[src/rtl/req_arb8.sv]
// 8-way request arbiter with fixed-priority or round-robin selection,
// a bounded grant tenure (MAX_HOLD, 1..255 cycles) and registered grant outputs.
module req_arb8 #(
    parameter int MAX_HOLD = 16
) (
    input  logic       clk,
    input  logic       rst_n,
    input  logic       en,
    input  logic       mode,
    input  logic [7:0] req,
    input  logic       done,
    output logic [7:0] gnt,
    output logic [2:0] gnt_id,
    output logic       gnt_vld,
    output logic       timeout,
    output logic       fsm_state
);

    // Handshake: a grant is offered as gnt/gnt_id qualified by gnt_vld; the
    // owner ends it with a one-cycle done pulse, otherwise the tenure expires
    // after MAX_HOLD cycles and timeout pulses on the release edge.

    typedef enum logic {
        IDLE = 1'b0,
        BUSY = 1'b1
    } state_t;

    localparam logic [7:0] HOLD_LAST = 8'(MAX_HOLD - 1);

    state_t     state;
    state_t     state_nxt;
    logic [7:0] hold_cnt;
    logic [7:0] hold_nxt;
    logic [2:0] last_id;
    logic [2:0] last_nxt;
    logic [7:0] gnt_nxt;
    logic [2:0] gnt_id_nxt;
    logic       gnt_vld_nxt;
    logic       timeout_nxt;

    logic [2:0] win_fixed;
    logic [2:0] win_rr;
    logic [2:0] win;
    logic [2:0] idx;
    logic       grant_now;
    logic       hold_expired;

    assign fsm_state = state;

    // Winner selection; only consumed in IDLE, so mode is effectively sampled there.
    always_comb begin
        win_fixed = 3'd0;
        for (int i = 0; i < 8; i++) begin
            if (req[i]) win_fixed = 3'(i);
        end
        // Iterate lowest priority first so the first bit in search order wins.
        win_rr = 3'd0;
        idx    = 3'd0;
        for (int k = 7; k >= 0; k--) begin
            idx = last_id - 3'd1 - 3'(k);
            if (req[idx]) win_rr = idx;
        end
        win = mode ? win_rr : win_fixed;
    end

    assign grant_now    = (state == IDLE) && en && (req != 8'h00);
    assign hold_expired = (hold_cnt == HOLD_LAST);

    // State register
    always_ff @(posedge clk or negedge rst_n) begin
        if (!rst_n) begin
            state <= IDLE;
        end else begin
            state <= state_nxt;
        end
    end

    // Next-state logic
    always_comb begin
        state_nxt = state;
        case (state)
            IDLE: if (grant_now) state_nxt = BUSY;
            BUSY: if (done || hold_expired) state_nxt = IDLE;
            default: state_nxt = IDLE;
        endcase
    end

    // Output logic: next values of the registered outputs and bookkeeping
    always_comb begin
        gnt_nxt     = gnt;
        gnt_id_nxt  = gnt_id;
        gnt_vld_nxt = gnt_vld;
        timeout_nxt = 1'b0;
        hold_nxt    = hold_cnt;
        last_nxt    = last_id;
        case (state)
            IDLE: begin
                if (grant_now) begin
                    gnt_nxt     = 8'h01 << win;
                    gnt_id_nxt  = win;
                    gnt_vld_nxt = 1'b1;
                    hold_nxt    = 8'd0;
                    last_nxt    = win;
                end
            end
            BUSY: begin
                if (done || hold_expired) begin
                    // done has priority, so timeout only fires without it
                    gnt_nxt     = 8'h00;
                    gnt_vld_nxt = 1'b0;
                    hold_nxt    = 8'd0;
                    timeout_nxt = !done;
                end else begin
                    hold_nxt = hold_cnt + 8'd1;
                end
            end
            default: begin
                gnt_nxt     = 8'h00;
                gnt_vld_nxt = 1'b0;
            end
        endcase
    end

    always_ff @(posedge clk or negedge rst_n) begin
        if (!rst_n) begin
            gnt      <= 8'h00;
            gnt_id   <= 3'd0;
            gnt_vld  <= 1'b0;
            timeout  <= 1'b0;
            hold_cnt <= 8'd0;
            last_id  <= 3'd0;
        end else begin
            gnt      <= gnt_nxt;
            gnt_id   <= gnt_id_nxt;
            gnt_vld  <= gnt_vld_nxt;
            timeout  <= timeout_nxt;
            hold_cnt <= hold_nxt;
            last_id  <= last_nxt;
        end
    end

endmodule

[config.mk]
export PLATFORM = sky130hd
export DESIGN_NAME = req_arb8
export DESIGN_NICKNAME = d
export VERILOG_FILES = /design/src/rtl/req_arb8.sv
export SDC_FILE = /design/constraint.sdc
export NUM_CORES = 1
export LEC_CHECK = 0
export CAP_MARGIN = 10
export CORE_ASPECT_RATIO = 2
export CORE_UTILIZATION = 55
export CTS_CLUSTER_SIZE = 24
export DETAILED_ROUTE_END_ITERATION = 12
export GPL_ROUTABILITY_DRIVEN = 0
export PLACE_DENSITY = 0.8
export SYNTH_ARGS = -nofsm -noshare
export SYNTH_HDL_FRONTEND = slang
export SYNTH_SLANG_ARGS = --single-unit
[constraint.sdc]
create_clock -name clk -period 3.6 [get_ports clk]
set_input_delay 0.36 -clock clk [delete_from_list [all_inputs] [get_ports clk]]
set_output_delay 0.36 -clock clk [all_outputs]
set_load 0.01 [all_outputs]
After elaboration in Yosys (flattened, before gate mapping)
Cells that the tools add are included.
Widths: inputs -> output; s select.
{ "totals": {"ff_bits": 22, "inputBits": 13, "word_cells": 81} }
{ "classes": {"muxes": 46, "order_cmp": 8, "n_addsub": 9, "n_reduce_logical": 7, "bitwise": 1, "shift": 1, "eq_ne": 3} }
{ "op_table": {"columns": ["op", "count"], "rows": [
  ["$mux 3", 13],
  ["$lt 3x4->1 const B", 8],
  ["$mux 8", 4],
  ["$pmux 8 s2", 2],
  ["$bmux 1 s3", 8],
  ["$mux 1", 15],
  ["$sub 3x3->3 const B", 4],
  ["$add 8x1->8 const B", 1],
  ["$eq 8x4->1 const B", 1],
  ["$reduce_bool 8->1", 1],
  ["$shl 1x3->8 const A", 1],
  ["$sub 3x1->3 const B", 2],
  ["$sub 3x2->3 const B", 2],
  ["$mux 2", 2],
  ["$pmux 1 s2", 2],
  ["$reduce_and 2->1", 2],
  ["$logic_and 1x1->1", 2],
  ["$ne 2x1->1 const B", 1],
  ["$ne 2x2->1 const B", 1],
  ["$logic_not 1->1", 1],
  ["$logic_or 1x1->1", 1],
  ["$not 1->1", 1]
]} }

Depth between registers and ports, before layout
{ "logic_depth": {"word_depth": 16, "depth_mapped": 13} }

Worst setup path before layout
No wires, ideal clock.
{ "synth_timing": {"kind": "reg-to-reg", "from": "register last_id[0]", "to": "register gnt[5]", "path_stages_with_launch": 13, "slack_ns": 0.512, "n_path_buf": 3, "t_arrival_ns": 2.939, "cell_sequence": "dfrtp_1 > buf_6 > buf_4 > inv_1 > ha_1 > buf_2 > inv_2 > mux4_2 > nand3b_1 > mux2i_1 > nor4_1 > o32ai_1 > o31ai_1"} }
{ "synth_between": {"elab_chain_cells": 16} }
{ "synth_lines": {"columns": ["item", "line_no", "rtl"], "rows": [
  ["start, declared", "34", "logic [2:0] last_id;"],
  ["start signal, assigned", "138", "last_id <= last_nxt;"],
  ["$sub 3x1->3 (*)", "60", "idx = last_id - 3'd1 - 3'(k);"],
  ["$sub 3x3->3", "60", null],
  ["$bmux 1 s3", "61", "if (req[idx]) win_rr = idx;"],
  ["$mux 1 (implied by the code)", "61", null],
  ["$mux 3 (7 in a row)", "61", null],
  ["$mux 3 (*)", "61", null],
  ["$mux 3 (*)", "63", "win = mode ? win_rr : win_fixed;"],
  ["$shl 1x3->8 (*)", "99", "gnt_nxt = 8'h01 << win;"],
  ["$mux 8 (*)", "98", "if (grant_now) begin"],
  ["$pmux 8 s2 (*)", "96", "case (state)"],
  ["end signal, assigned", "133", "gnt <= gnt_nxt;"],
  ["end, declared", "12", "output logic [7:0] gnt,"]
]} }
Every way passes the cells marked *; elsewhere a longest branch is shown, timed or not. The select of a mux whose other input is x is not followed.
A chain may end at the register's enable or synchronous reset.

Final worst setup path
{ "layout_timing": {"from": "register last_id[1]", "to": "register gnt[4]"} }
The elaborated chain is that of the path after synthesis.

==> results.md <==
- Worst setup path end: gnt[4]
- R2r endpoint: gnt[4]
- Antenna viol nets, final: 0
- Grt ovf: 0
- Diode count: 0
- WP data required: 3.72 ns
- Status: complete, no violations
- Layout Nets: 259
- Hold buffer count at CTS: 0
- Clock Tree Root: clkbuf_8
- Clk slew on worst S/H paths: 0.08 ns
- Hold Vio Cnt, Final: 0
- Clk sinks: 22
- Unrepaired setup endpoints after global routing: false
- Total core area: 3420 um^2
- Setup TNS: 0 ns
- Crit share post-route: 90.1%
- Final setup viols: 0
- Die area: 3870 um^2
- Netlist cell types: 56
- Die width: 44.5 um
- HP Class: reg2reg
- Seq cells post-synth: 22
- Clk_skew: 0.00278 ns
- CTS tree: done
- Min Tclk post-route: 3.24 ns
- Part of the power in registers: 14.7%
- Max Cap Viol: 0
- Fmax: 308 MHz
- Syn_nets: 238
- Main synth FF type: dfrtp_1
- Initial Utilization: 58.2%
- Global Route Usage Sum: 30.0%
- Relative slew slack: 36.8%
- Num CTS Buffers: 3
- Initial antenna violation count: 0
- Critical path type: reg2reg
- Maximum vdd drop: 0.563 mV
- Wire length per cell: 17.7 um
- Arrival time worst endpoint: 3.36 ns
- Hold WS: 0.492 ns
- Worst-margin pin slew: 0.945 ns
- R2R depth: 9
- Layout cell share with drive strength beyond 1: 14.0%
- I/O Buffers: 26
- FF-to-FF Start: last_id[1]
- Seq/Total Area, Yosys: 27.7%
- Post-detailed-route DRC marker count: 0
- Leakage: 1.02 nW
- Vias in the first global route: 1,877
- Slew Viols, Final: 0
- DIE HEIGHT: 87 um
- Cell area after synthesis: 1990 um^2
- Sw frac: 48.2%
- Placed cell area: 2270 um^2
- Critical path launch point: last_id[1]
- Post-route design area: 2340 um^2
- Clk_lat worst skew: 0.26 ns
- Vias: 1,849
- Int Power: 1.27 mW
- Final WL: 5150 um
- Number of flops mapped to enable cells by yosys: 0
- FF-to-FF setup slack: 0.36 ns
- Yosys warns: 0
- Area leader, netlist: dfrtp_1
- Synthesized area per cell: 8.95 um^2
- Mapped Cells: 222
- Drt pass-1 iters: 5
- Most frequent cell after synthesis: nand2_1
- Critical Path End Type: register
- Share of the synthesized area in the top cell type: 27.7%
- Setup Buffers After CTS: 0
- First-pass GRT wire length: 8560 um
- Synth top cells by count: nand2_1 (29), dfrtp_1 (22), nor2_1 (18)
- Io pins: 27
- Clock power share: 9.2%
- CTS resizes: 0
- Max H-tree Level: 1
- Synthesis-to-layout area growth: 17.9%
- FP Rows: 30
- Critical Path Source Type: register
- Gate power share: 76.1%
- P per Cell Area: 1040 nW/um^2
- Synth top area cells: dfrtp_1 (28%), mux2i_1 (8.6%), mux4_2 (7.9%), nand2_1 (5.5%), o21ai_0 (4.3%)
- Placed instance count: 286
- Maximum root-to-sink buffer count: 2
- Hpwl dp: 3980 um
- P_sw: 1.18 mW
- Post-layout power: 2.45 mW
- Via/cell ratio: 6.38
- Finished Layout Cells: 290
- DR iter-0 viols: 56
- Async S/R FF share, synth: 100%
- Max FO, Critical Path: 10
- Largest net degree at the start of global routing: 28
[cells by family after synthesis]
kind of cell               Yosys count  synth area share [%]
xor gates and xnor gates             4                  2.83
AOI/OAI and AO/OA                   60                  22.5
adders and majority gates            3                  1.89
and+or+nand+nor                     75                  17.3
buffers and inverters               26                  5.79
muxes                               32                  21.9
DFF                                 22                  27.7
[worst max-delay path, cell delays in order, from the launching register on]
cell	delay [ns]
dfrtp_1	0.40
inv_1	0.08
ha_1	0.50
buf_4	0.26
mux4_2	0.36
mux2i_2	0.31
mux2i_1	0.24
nor4_1	0.09
o32ai_1	0.69
o31ai_1	0.17
[cell usage in the layout, fill, tap and decap left out, drive strengths merged, types with 2 or more instances in the layout]
master	count
nand2	29
clkdlybuf4s50	26
dfrtp	22
mux2i	19
nor2	18
o21ai	18
inv	11
a21oi	8
mux4	7
nand3	6
mux2	6
o31ai	5
buf	5
o41ai	5
nor2b	4
or2	3
and3	3
nor4	3
o211ai	3
nor3	3
ha	3
clkbuf	3
nand2b	2
a31oi	2
nor3b	2
o22ai	2
xor2	2
a2111oi	2
o311ai	2
[worst min path at each step]
stage / end / slack, ns / cells after the start / startpoint
after floorplan: fsm_state / 0.06 / 0 / rst_n
after global placement: hold_cnt[7] / 0.47 / 1 / hold_cnt[7]
after detailed placement: gnt_vld / 0.48 / 2 / gnt_vld
after CTS: hold_cnt[7] / 0.49 / 1 / hold_cnt[7]
after global routing: hold_cnt[7] / 0.51 / 1 / hold_cnt[7]
final: gnt_vld / 0.49 / 2 / gnt_vld
[final cells by class]
| type | instances | area, um^2 |
|---|---|---|
| clock buffers | 3 | 41.3 |
| clock inverters | 1 | 30.0 |
| fillers | 282 | 1070 |
| inverters | 11 | 41.3 |
| multi-input cells | 174 | 1320 |
| flip-flops and latches | 22 | 551 |
| well taps | 48 | 60.1 |
| repair buffers | 31 | 298 |
[per-stage QoR]
| stage | util [%] | setup WS, ns |
|---|---|---|
| after global routing | 68.6 | 0.181 |
| after detailed placement | 66.5 | 0.335 |
| final | 68.6 | 0.358 |
| after floorplan | - | 0.512 |
| after CTS | 68.6 | 0.378 |
| after global placement | 66.5 | 0.425 |
[per-layer routing]
| metal | wire (um) | vias to the layer above | global-route usage (%) |
|---|---|---|---|
| li1 | - | 869 | - |
| met1 | 1770 | 893 | 30.0 |
| met2 | 2940 | 61 | 52.5 |
| met3 | 144 | 26 | 3.53 |
| met4 | 294 | 0 | 23.7 |
| met5 | 0 | - | 0 |
[power by group through the flow]
stage / clock, mW / combinational (mW) / sequential, mW
final: 0.225 / 1.86 / 0.360
after global routing: 0.240 / 2.01 / 0.368
after CTS: 0.229 / 1.83 / 0.360
after detailed placement: 0 / 1.82 / 0.365
after global placement: 0 / 1.79 / 0.363
after floorplan: 0 / 1.39 / 0.366
[flip-flops by register name, summed over array words and instances, names as in the netlist]
name / flops
gnt: 8
hold_cnt: 8
timeout: 1
last_id: 3
gnt_vld: 1
fsm_state: 1
Note: power is estimated with default switching activity, not from simulation.
